[src/rtl/ucie_ctl_pkg.sv]
// ucie_ctl_pkg: shared sideband arbiter types and widths (state enum, SB_DECODE_W, SB_DATA_W)
package ucie_ctl_pkg;
  localparam int SB_DECODE_W = 5;
  localparam int SB_DATA_W = 32;
  typedef enum logic [1:0] {IDLE, ISSUE, WAIT_START, WAIT_DONE} state_t;
endpackage

[src/rtl/ucie_ctl_rr_arb.sv]
// ucie_ctl_rr_arb: round-robin one-hot grant; ports req (requests), ptr (search start), grant (one-hot)
module ucie_ctl_rr_arb #(
  parameter int NUM_REQ = 3,
  parameter int PW = (NUM_REQ > 1) ? $clog2(NUM_REQ) : 1
) (
  input  logic [NUM_REQ-1:0] req,
  input  logic [PW-1:0]      ptr,
  output logic [NUM_REQ-1:0] grant
);
  always_comb begin
    grant = '0;
    for (int i = NUM_REQ - 1; i >= 0; i--)
      if (req[(int'(ptr) + i) % NUM_REQ]) grant = NUM_REQ'(1) << ((int'(ptr) + i) % NUM_REQ);
  end
endmodule

[src/rtl/ucie_ctl_sb_arbiter.sv]
// ucie_ctl_sb_arbiter: RR sideband arbiter with completion timeout; in i_clk,i_rst_n,i_req,i_req_decode,i_req_data,i_sb_busy_flag; out o_ack,o_rdi_lp_sb_decode,o_rdi_lp_adv_cap_val,o_valid_lp_sb,o_busy,o_timeout
module ucie_ctl_sb_arbiter
  import ucie_ctl_pkg::*;
#(
  parameter int NUM_REQ = 3,
  parameter int TIMEOUT_CYCLES = 16
) (
  input  logic                         i_clk,
  input  logic                         i_rst_n,
  input  logic [NUM_REQ-1:0]           i_req,
  input  logic [NUM_REQ*SB_DECODE_W-1:0] i_req_decode,
  input  logic [NUM_REQ*SB_DATA_W-1:0] i_req_data,
  input  logic                         i_sb_busy_flag,
  output logic [NUM_REQ-1:0]           o_ack,
  output logic [SB_DECODE_W-1:0]       o_rdi_lp_sb_decode,
  output logic [SB_DATA_W-1:0]         o_rdi_lp_adv_cap_val,
  output logic                         o_valid_lp_sb,
  output logic                         o_busy,
  output logic                         o_timeout
);
  localparam int PW = (NUM_REQ > 1) ? $clog2(NUM_REQ) : 1;
  localparam int CW = (TIMEOUT_CYCLES > 1) ? $clog2(TIMEOUT_CYCLES) : 1;
  localparam logic [CW-1:0] T_LAST = CW'(TIMEOUT_CYCLES - 2);
  state_t state;
  logic [PW-1:0] ptr, k, ptr_nxt;
  logic [CW-1:0] cnt;
  logic [NUM_REQ-1:0] grant;
  ucie_ctl_rr_arb #(.NUM_REQ(NUM_REQ), .PW(PW)) u_rr (.req(i_req), .ptr(ptr), .grant(grant));
  always_comb begin
    k = '0;
    for (int i = 0; i < NUM_REQ; i++) if (grant[i]) k = PW'(i);
  end
  assign ptr_nxt = (int'(k) == NUM_REQ - 1) ? '0 : k + 1'b1;
  assign o_busy = state != IDLE;
  always_ff @(posedge i_clk or negedge i_rst_n) begin
    if (!i_rst_n) begin
      state <= IDLE;
      ptr <= '0;
      cnt <= '0;
      o_ack <= '0;
      o_valid_lp_sb <= 1'b0;
      o_timeout <= 1'b0;
      o_rdi_lp_sb_decode <= '0;
      o_rdi_lp_adv_cap_val <= '0;
    end else begin
      o_ack <= '0;
      o_valid_lp_sb <= 1'b0;
      o_timeout <= 1'b0;
      case (state)
        IDLE: if (|i_req && !i_sb_busy_flag) begin
          state <= ISSUE;
          o_ack <= grant;
          o_valid_lp_sb <= 1'b1;
          o_rdi_lp_sb_decode <= i_req_decode[int'(k)*SB_DECODE_W +: SB_DECODE_W];
          o_rdi_lp_adv_cap_val <= i_req_data[int'(k)*SB_DATA_W +: SB_DATA_W];
          ptr <= ptr_nxt;
        end
        ISSUE: begin
          state <= WAIT_START;
          cnt <= '0;
        end
        default: begin
          cnt <= (&cnt) ? cnt : cnt + 1'b1;
          if (state == WAIT_DONE && !i_sb_busy_flag) state <= IDLE;
          else if (cnt == T_LAST) begin
            state <= IDLE;
            o_timeout <= 1'b1;
          end else if (state == WAIT_START && i_sb_busy_flag) state <= WAIT_DONE;
        end
      endcase
    end
  end
endmodule
[config.mk]
export PLATFORM = sky130hd
export DESIGN_NAME = ucie_ctl_sb_arbiter
export DESIGN_NICKNAME = d
export VERILOG_FILES = /design/src/rtl/ucie_ctl_pkg.sv /design/src/rtl/ucie_ctl_rr_arb.sv /design/src/rtl/ucie_ctl_sb_arbiter.sv
export SDC_FILE = /design/constraint.sdc
export NUM_CORES = 1
export LEC_CHECK = 0
export BUFFER_PORTS_ARGS = -buffer_cell sky130_fd_sc_hd__buf_4
export CAP_MARGIN = 30
export CORE_ASPECT_RATIO = 1.2
export CORE_UTILIZATION = 42
export CTS_BUF_LIST = sky130_fd_sc_hd__clkbuf_16
export DETAILED_ROUTE_END_ITERATION = 8
export PLACE_DENSITY = 0.76
export SLEW_MARGIN = 10
export SYNTH_ARGS = -nofsm -noshare
export SYNTH_HDL_FRONTEND = slang
export SYNTH_HIERARCHICAL = 1
export SYNTH_SLANG_ARGS = --single-unit
[constraint.sdc]
create_clock -name i_clk -period 2.5 [get_ports i_clk]
set_clock_uncertainty 0.2 [all_clocks]
set_input_delay 0.125 -clock i_clk [delete_from_list [all_inputs] [get_ports i_clk]]
set_output_delay 0.125 -clock i_clk [all_outputs]
set_load 0.1 [all_outputs]
## Word level (Yosys, flattened, before mapping)

Index checks and enable logic that the tools add are counted.

| cells by class | value |
|---|---|
| add/sub/neg operators | 4 |
| multiply operators | 1 |
| div/mod/pow operators | 3 |
| $lt $le $gt $ge | 3 |
| equal/unequal tests | 7 |
| shift-type cells | 5 |
| muxes and demuxes | 29 |
| bitwise logic cells | 1 |
| reductions and logical operators | 13 |

Operator list:

| kind | count |
|---|---|
| 32-bit by 4-bit < comparator with 1-bit output (second input constant) | 3 |
| 96-bit by 8-bit variable part select with 32-bit output | 1 |
| 1-bit by 32-bit << shifter with 3-bit output (first input constant) | 3 |
| 32-bit by 3-bit remainder unit with 32-bit output (second input constant) | 2 |
| 3-bit by 3-bit remainder unit with 32-bit output (second input constant) | 1 |
| 3-bit 2-to-1 mux | 5 |
| 15-bit by 6-bit variable part select with 5-bit output | 1 |
| 1-bit 2-to-1 mux | 12 |
| 2-bit 2-to-1 mux | 6 |
| 4-bit case mux with 2 select lines | 1 |
| 1-bit binary-select mux with 2-bit select | 3 |
| 2-bit equality test (second input constant) | 3 |
| 2-bit AND reduction | 3 |
| 2-bit by 3-bit multiplier with 5-bit output (second input constant) | 1 |
| 5-bit nonzero test | 1 |
| 4-bit by 1-bit adder with 4-bit output (second input constant) | 1 |
| 4-bit equality test (second input constant) | 1 |
| 4-bit 2-to-1 mux | 1 |
| 2-bit case mux with 2 select lines | 1 |
| 4-bit AND reduction | 1 |
| 2-bit by 1-bit adder with 3-bit output (second input constant) | 1 |
| 2-bit by 2-bit adder with 3-bit output (second input constant) | 1 |
| 1-bit logical AND | 3 |
| 3-bit OR reduction | 1 |
| 9 further kinds | 9 |

| storage, ports and cells | value |
|---|---|
| register bits after elaboration | 50 |
| bits in latches | 0 |
| bits in writable memories | 0 |
| ROM bits | 0 |
| output and inout port bits | 43 |
| logic and storage cells | 74 |
| memories | 0 |

## Longest topological paths before layout

Gate-level depths: netlist of run 1.

| depth | value |
|---|---|
| depth in word-level cells | 12 |
| depth in mapped cells | 11 |

## Cells and area by module

The synthesis of run 1 kept the hierarchy.

By module, submodules not included:

| module | instances | cells each | area an instance (um2) | seq. area each (um2) |
|---|---|---|---|---|
| ucie_ctl_sb_arbiter | 1 | 254 | 2,879.0 | 1,251.2 |
| ucie_ctl_rr_arb | 1 | 32 | 252.7 | 0.0 |

## Worst setup path before layout of run 1

OpenSTA, ideal clock, no wires.

| path | value |
|---|---|
| path kind | flip-flop to flip-flop |
| from | reg ptr[1] |
| to | reg o_rdi_lp_adv_cap_val[16] |
| library setup time | 126 ps |
| arrival time | 2,186 ps |
| data required time | 2,174 ps |
| slack | -13 ps |
| stages on the path, launching flop included | 12 |
| path through | dfrtp_1 -> inv_1 -> ha_1 -> mux2_4 -> nor2_1 -> a311oi_1 -> a21oi_1 -> clkbuf_1 -> buf_2 -> mux2i_1 -> o21ai_0 -> mux2_4 |

| on the way | value |
|---|---|
| cells in the longest elaborated chain, start to end | 11 |

RTL lines:

| what | line | RTL |
|---|---|---|
| start: declaration | ucie_ctl_sb_arbiter.sv:25 | `logic [PW-1:0] ptr, k, ptr_nxt;` |
| start signal: assignment | ucie_ctl_sb_arbiter.sv:56 | `ptr <= ptr_nxt;` |
| 2-bit by 2-bit adder with 3-bit output | ucie_ctl_rr_arb.sv:13 | `if (req[(int'(ptr) + i) % NUM_REQ]) grant = NUM_REQ'(1) << ((int'(ptr) + i) % NUM_REQ);` |
| 32-bit by 3-bit remainder unit with 32-bit output | ucie_ctl_rr_arb.sv:13 |  |
| 1-bit binary-select mux with 2-bit select | ucie_ctl_rr_arb.sv:13 |  |
| 1-bit 2-to-1 mux (implied by the code) (2 in series) | ucie_ctl_rr_arb.sv:13 |  |
| 3-bit 2-to-1 mux (2 in series) | ucie_ctl_rr_arb.sv:13 |  |
| 3-bit 2-to-1 mux (*) | ucie_ctl_rr_arb.sv:13 |  |
| via grant[1] | ucie_ctl_sb_arbiter.sv:27 | `logic [NUM_REQ-1:0] grant;` |
| 1-bit 2-to-1 mux (*) | ucie_ctl_sb_arbiter.sv:31 | `for (int i = 0; i < NUM_REQ; i++) if (grant[i]) k = PW'(i);` |
| 2-bit 2-to-1 mux (*) | ucie_ctl_sb_arbiter.sv:31 |  |
| 96-bit by 8-bit variable part select with 32-bit output (*) | ucie_ctl_sb_arbiter.sv:55 | `o_rdi_lp_adv_cap_val <= i_req_data[int'(k)*SB_DATA_W +: SB_DATA_W];` |
| end signal: assignment | ucie_ctl_sb_arbiter.sv:55 |  |
| end: declaration | ucie_ctl_sb_arbiter.sv:16 | `output logic [SB_DATA_W-1:0] o_rdi_lp_adv_cap_val,` |

The timed path passes the listed nets; every way through them passes the cells marked *. The select of a mux whose other input is x is not followed.
A chain may end at the register's enable or synchronous reset.

## Worst setup path in the final report of run 1

| path | value |
|---|---|
| from | reg ptr[0] |
| to | reg o_rdi_lp_adv_cap_val[17] |

Same word-level chain as after synthesis.

==> flow_summary_export.csv, run 1 <==
group,metric,value,unit
status,run_status,"complete, but fails checks",
status,failed_checks,"negative setup slack",
min_path,hold_start,"i_req_data[78]",
global_routing,grt_start_max_net_pins,51,
clock_tree,clk_latency,0.28,ns
synth,mean_area_per_synthesized_cell,11.0,um^2
global_routing,grt.overflow.total,0,
synth,count_of_mapped_cells_out_of_synthesis,286,
synth,post_synth_main_area_contributors,"dfrtp_1 (40%), mux2_4 (17%), mux2i_1 (13%), o21ai_0 (6.4%), nand2_1 (4.9%)",
worst_setup_path,regToRegSetupSlack,-0.07,ns
floorplan,rows,34,
synth,synth_top_cell_area_share,0.400,
sta,slew-limit-headroom,0.585,
clock_tree,cts-buffers-inserted,5,
route,totalWireLength,8790,um
final_layout,diodes_inserted,0,
sta,maxSlewViolCount,0,
worst_setup_path,worst_path_dominant_cell_family,"multiplexers",
min_path,hold_path.class,"input port to flop",
worst_setup_path,timing.reg2reg.worst_path_depth,10,
worst_setup_path,endpoint_type_of_the_worst_setup_path,"flop",
worst_setup_path,path_class,"flop to flop",
min_path,worst_hold_path.endpoint,"o_rdi_lp_adv_cap_val[14]",
sta,finalCriticalPeriod,2.57,ns
clock_tree,clk_path_buf_depth,2,
sta,tightestPinTransition,0.623,ns
final_layout,finish.instance_area,0.00520,mm^2
final_layout,multi_input_combinational_cell_area,0.00183,mm^2
final_layout,layout-drive-gt1-share,0.511,
worst_setup_path,crit_required,2.47,ns
final_layout,final_standard_cell_utilization_of_the_core,0.719,
floorplan,dieHeight,96.6,um
worst_setup_path,terminus_of_the_critical_flop_to_flop_path,"o_rdi_lp_adv_cap_val[17]",
synth,netlist.top_cell.by_area,"dfrtp_1",
final_layout,flow.area_growth_from_synthesis,66.1,%
clock_tree,clkSinkCount,50,
sta,endpoints_failing_setup,37,
sta,final_hold_viol_count,0,
worst_setup_path,crit_path_cell_trace,"ha_4 -> mux2_4 -> nor2_4 -> a311oi_4 -> a21oi_4 -> buf_12 -> clkbuf_16 -> mux2i_1 -> o21ai_1 -> mux2_4",
clock_tree,root_buffer,"clkbuf_16",
worst_setup_path,path_max_fanout,9,
placed_design,io_buffer_count,159,
worst_setup_path,slowest_delay,0.47,ns
placed_design,hpwl,5700,um
synth,seq_area_frac_synth,0.400,
route,via_count,2919,
clock_tree,path_clk_slew,0.06,ns
clock_tree,ctsHtreeMaxLevel,2,
route,drt_drc_violations_left,0,
sta,post-route-period-util,1.03,
worst_setup_path,path_common_cell,"mux2_4",
floorplan,floorplan.initialDensity,0.433,
worst_setup_path,critical-path-slowest-cell,"dfrtp_2",
synth,yosys_register_bits,50,
sta,postLayoutSetupSlackWorst,-0.0662,ns
final_layout,layout_common_cells,"buf_4 (168), dfrtp_1 (49), nand2_1 (41)",
sta,unrepaired_setup_endpoints_after_global_routing,"true",
route,initialDrtViolationCount,100,
global_routing,grt_first_pass_wirelength,13400,um
final_layout,ff_latch_area,0.00125,mm^2
sta,timing.hold.ws,0.00457,ns
global_routing,grt_pass1_vias,2942,
final_layout,layout_commonest_cell,"buf_4",
synth,netlist_area,0.00313,mm^2
placed_design,post_dp_cell_area,0.00445,mm^2
floorplan,dieWidth,80.8,um
clock_tree,tritoncts_clock_tree,"built",
route,firstDrtPassIters,4,
global_routing,grt_antenna_before_repair,0,
sta,achievable-frequency,390,MHz
synth,async_flop_share,1.00,
synth,syn_nets,409,
placed_design,gp_congestion,0.807,
floorplan,die_area,0.00781,mm^2
route,route.detailed.wl_per_inst,15.2,um
final_layout,design.final.nets,609,
worst_setup_path,startpoint_class_of_the_critical_path,"flop",
placed_design,place_ws,-0.0825,ns
floorplan,boundaryPins,160,
route,post_drt_via_cell_ratio,5.06,
synth,synth_ff_type,"dfrtp_1",
worst_setup_path,critical_path.reg2reg.startpoint,"ptr[0]",
worst_setup_path,cp_num_buf_inv,2,
synth,synth-edff-count,0,
min_path,hold-path-cell-count,4,
floorplan,core_area,0.00723,mm^2
global_routing,grt_util_all_layers,0.221,
worst_setup_path,worst_ep_arrival_time,2.53,ns
route,ant_nets,0,
final_layout,nFillCells,526,
synth,distinct_cells_synth,40,
job,drv_cap,0,
synth,yosys_warnings,6,
[registers in the layout (all words and copies together) (netlist names)]
register,cells
cnt,4
o_ack,3
o_rdi_lp_adv_cap_val,32
o_rdi_lp_sb_decode,5
o_timeout,1
o_valid_lp_sb,1
ptr,2
state,2
[worst reg2reg max path, cell delays in order (launching register included)]
cell	delay, ns
dfrtp_2	0.47
ha_4	0.20
mux2_4	0.32
nor2_4	0.13
a311oi_4	0.11
a21oi_4	0.15
buf_12	0.15
clkbuf_16	0.17
mux2i_1	0.19
o21ai_1	0.09
mux2_4	0.26
[logic make-up (layout without fill, tap and decap cells)]
group           count (synthesis)  after routing  share of synthesized area
flops                          50             50                      0.400
compound gates                 59             59                      0.109
simple gates                   62             62                     0.0927
buf+inv                        28            229                     0.0567
mux                            81             81                      0.318
fa+ha+maj                       6              6                     0.0240
[synthesized netlist by cell type, types with 2 or more instances]
library cell and n:
mux2_2 5, nand2_1 41, nand4_1 3, mux2_4 36, inv_1 9, dfrtp_1 50, o21ai_2 2, buf_1 2
and2_1 4, mux2i_1 40, a21oi_1 7, clkbuf_1 7, ha_1 6, buf_6 2, buf_12 3, nor2_1 3
buf_2 4, o21ai_0 40
[worst max-delay path by stage]
stage	start	end	depth (start not counted)
finish	ptr[0]	o_rdi_lp_adv_cap_val[17]	10
global placement	ptr[1]	o_rdi_lp_adv_cap_val[29]	10
floorplan	ptr[1]	o_rdi_lp_adv_cap_val[16]	11
detailed placement	ptr[1]	o_rdi_lp_adv_cap_val[31]	10
CTS	ptr[0]	o_rdi_lp_adv_cap_val[27]	10
global route	ptr[0]	o_rdi_lp_adv_cap_val[9]	10
[what timing repair did]
item / in CTS / in global routing
cloned: 2 / 2
pin swaps: 4 / 5
hold buffers: 32 / 0
gates resized for setup: 26 / 36
setup buffers: 4 / 1
endpoints found under the hold margin: 83 / 0
endpoints found under the setup margin: 37 / 38
[final cells by class]
cell class | count | share of cell area
repair buffers | 212 | 0.351
clock inverters | 3 | 0.00313
well taps | 90 | 0.0216
multi-input cells | 208 | 0.352
flip-flops and latches | 50 | 0.241
clock buffers | 5 | 0.0241
inverters | 9 | 0.00697
[metrics by stage]
stage,setup TNS (ns),std cells
floorplan,-0.253,286
global placement,0,529
detailed placement,-2.08,529
CTS,-0.180,575
global route,-4.06,577
finish,-1.09,577
[routing by layer]
layer  GRT usage  vias up  wire (um)
li1            -     1412          -
met1       0.257     1386       3520
met2       0.404      106       4630
met3      0.0404       15        490
met4      0.0759        0        147
met5           0        -          0
Power of run 1 is left out: the tool's default activity adds up to more than one toggle a clock period on the data nets, which glitch-free logic cannot reach.
==> inputs of run 2 (changes only) <==
--- a/config.mk
+++ b/config.mk
@@ -7,8 +7,10 @@
 export LEC_CHECK = 0
 export BUFFER_PORTS_ARGS = -buffer_cell sky130_fd_sc_hd__buf_4
 export CAP_MARGIN = 30
+export CELL_PAD_IN_SITES_DETAIL_PLACEMENT = 0
+export CELL_PAD_IN_SITES_GLOBAL_PLACEMENT = 1
 export CORE_ASPECT_RATIO = 1.2
-export CORE_UTILIZATION = 42
+export CORE_UTILIZATION = 31
 export CTS_BUF_LIST = sky130_fd_sc_hd__clkbuf_16
 export DETAILED_ROUTE_END_ITERATION = 8
 export PLACE_DENSITY = 0.76
==> run 2 against run 1 <==
Net effect: the flow still finishes with violations (negative setup slack); hold slack got worse by 0.00058 ns; clock-buffer cell count unchanged; critical path depth increased by 1; sequential share of layout area decreased by 1.6 points; cell count increased by 8.1%; core utilization decreased by 14 points; via count increased by 1.4%; first-iteration DRC count decreased by 36%; register-to-register slack got worse by 0.02 ns.
==> flow_summary_export.csv, run 2 (synthesis gave the netlist of run 1 again) <==
group,metric,value,unit
status,run_status,"complete, but fails checks",
status,failed_checks,"negative setup slack",
floorplan,die_area,0.0105,mm^2
sta,endpoints_failing_setup,34,
final_layout,design.final.nets,623,
clock_tree,cts-buffers-inserted,5,
final_layout,finish.instance_area,0.00557,mm^2
final_layout,diodes_inserted,0,
worst_setup_path,critical-path-slowest-cell,"dfrtp_2",
final_layout,biggestRegsByFlops,"o_rdi_lp_adv_cap_val (32), o_rdi_lp_sb_decode (5), cnt (4)",
sta,postLayoutSetupSlackWorst,-0.0898,ns
route,post_drt_via_cell_ratio,4.74,
placed_design,place_ws,-0.0765,ns
sta,finalCriticalPeriod,2.59,ns
final_layout,largest_register_ffs,32,
min_path,hold_path.class,"input port to flop",
final_layout,layout_commonest_cell,"buf_4",
sta,tightestPinTransition,0.642,ns
placed_design,post_dp_cell_area,0.00452,mm^2
clock_tree,clkSinkCount,50,
route,initialDrtViolationCount,64,
final_layout,top_register,"o_rdi_lp_adv_cap_val",
global_routing,grt_util_all_layers,0.180,
sta,achievable-frequency,386,MHz
floorplan,dieHeight,112,um
clock_tree,path_clk_slew,0.07,ns
floorplan,core_area,0.00966,mm^2
placed_design,gp_congestion,0.785,
global_routing,grt_first_pass_wirelength,14900,um
route,firstDrtPassIters,4,
placed_design,place.detailed.instances,563,
clock_tree,clk_path_buf_depth,2,
sta,maxSlewViolCount,0,
worst_setup_path,path_max_fanout,7,
clock_tree,ctsHtreeMaxLevel,2,
global_routing,grt_start_max_net_pins,51,
final_layout,layout-drive-gt1-share,0.551,
floorplan,rows,39,
worst_setup_path,worst_path_dominant_cell_family,"multiplexers",
sta,unrepaired_setup_endpoints_after_global_routing,"true",
final_layout,finalNonFillerCells,624,
sta,final_hold_viol_count,0,
clock_tree,root_buffer,"clkbuf_16",
sta,slew-limit-headroom,0.572,
worst_setup_path,crit_required,2.48,ns
route,route.detailed.wl_per_inst,15.5,um
floorplan,boundaryPins,160,
placed_design,hpwl,5850,um
final_layout,layout_common_cells,"buf_4 (168), dfrtp_1 (48), mux2_4 (38)",
route,totalWireLength,9670,um
final_layout,nFillCells,846,
global_routing,grt_antenna_before_repair,0,
route,drt_drc_violations_left,0,
job,drv_cap,0,
route,ant_nets,0,
worst_setup_path,endpoint_type_of_the_worst_setup_path,"flop",
global_routing,grt_pass1_vias,3109,
floorplan,dieWidth,93.8,um
clock_tree,clk_latency,0.29,ns
worst_setup_path,path_class,"flop to flop",
worst_setup_path,slowest_delay,0.47,ns
final_layout,flow.area_growth_from_synthesis,77.9,%
worst_setup_path,startpoint_class_of_the_critical_path,"flop",
global_routing,grt.overflow.total,0,
worst_setup_path,cp_num_buf_inv,3,
sta,post-route-period-util,1.04,
worst_setup_path,crit_path_cell_trace,"inv_4 -> ha_4 -> mux2i_4 -> nor2_4 -> a311oi_2 -> a21oi_4 -> buf_6 -> clkbuf_16 -> mux2i_1 -> o21ai_1 -> mux2_4",
route,via_count,2960,
clock_tree,tritoncts_clock_tree,"built",
placed_design,io_buffer_count,159,
sta,timing.hold.ws,0.00399,ns
worst_setup_path,worst_ep_arrival_time,2.57,ns
floorplan,floorplan.initialDensity,0.324,
[run 2: worst reg2reg max path, stage by stage (launching register included)]
cell and delay [ns]:
dfrtp_2 0.47, inv_4 0.10, ha_4 0.18, mux2i_4 0.25
nor2_4 0.05, a311oi_2 0.33, a21oi_4 0.08, buf_6 0.15
clkbuf_16 0.15, mux2i_1 0.18, o21ai_1 0.09, mux2_4 0.25
[run 2: timing repair]
| action | in CTS | in global routing |
|---|---|---|
| buffers inserted | 8 | 2 |
| hold buffers | 34 | 0 |
| resized for setup | 29 | 64 |
| pin swaps | 4 | 7 |
| endpoints found under the setup margin | 38 | 39 |
| cloned | 5 | 5 |
| hold endpoints to repair | 85 | 0 |
[run 2: per-stage QoR]
step | setup TNS, ns | util
3_3_place_gp | -1.05 | 0.468
6_report | -1.31 | 0.577
5_1_grt | -4.78 | 0.577
3_5_place_dp | -1.47 | 0.468
4_1_cts | -0.0472 | 0.551
2_1_floorplan | -0.253 | -
[run 2: cell type report]
type	count	area (um^2)	area share
Clock buffer	5	125	0.0225
Tap cell	123	154	0.0276
Timing Repair Buffer	226	2070	0.371
Clock inverter	3	41.3	0.00741
Inverter	9	38.8	0.00696
Multi-Input combinational cell	208	1890	0.339
Sequential cell	50	1250	0.225
[run 2: final timing paths]
path,start,to,slack [ns],cells past startpoint
setup / recovery,ptr[0],o_rdi_lp_adv_cap_val[27],-0.09,11
hold / removal,i_req_data[66],o_rdi_lp_adv_cap_val[2],0.004,4
setup reg to reg,ptr[0],o_rdi_lp_adv_cap_val[27],-0.09,11
hold reg to reg,o_rdi_lp_adv_cap_val[26],o_rdi_lp_adv_cap_val[26],0.32,1
max in group asynchronous,i_rst_n,ptr[1],1.43,2
min in group asynchronous,i_rst_n,o_rdi_lp_sb_decode[1],0.21,2
[run 2: per-layer routing]
| layer | wire [um] | vias to the layer above | GRT usage |
|---|---|---|---|
| met2 | 5260 | 97 | 0.349 |
| li1 | - | 1437 | - |
| met1 | 3860 | 1420 | 0.200 |
| met3 | 469 | 6 | 0.0285 |
| met5 | 0 | - | 0 |
| met4 | 76 | 0 | 0.0410 |
Power of run 2 is left out for the same reason.
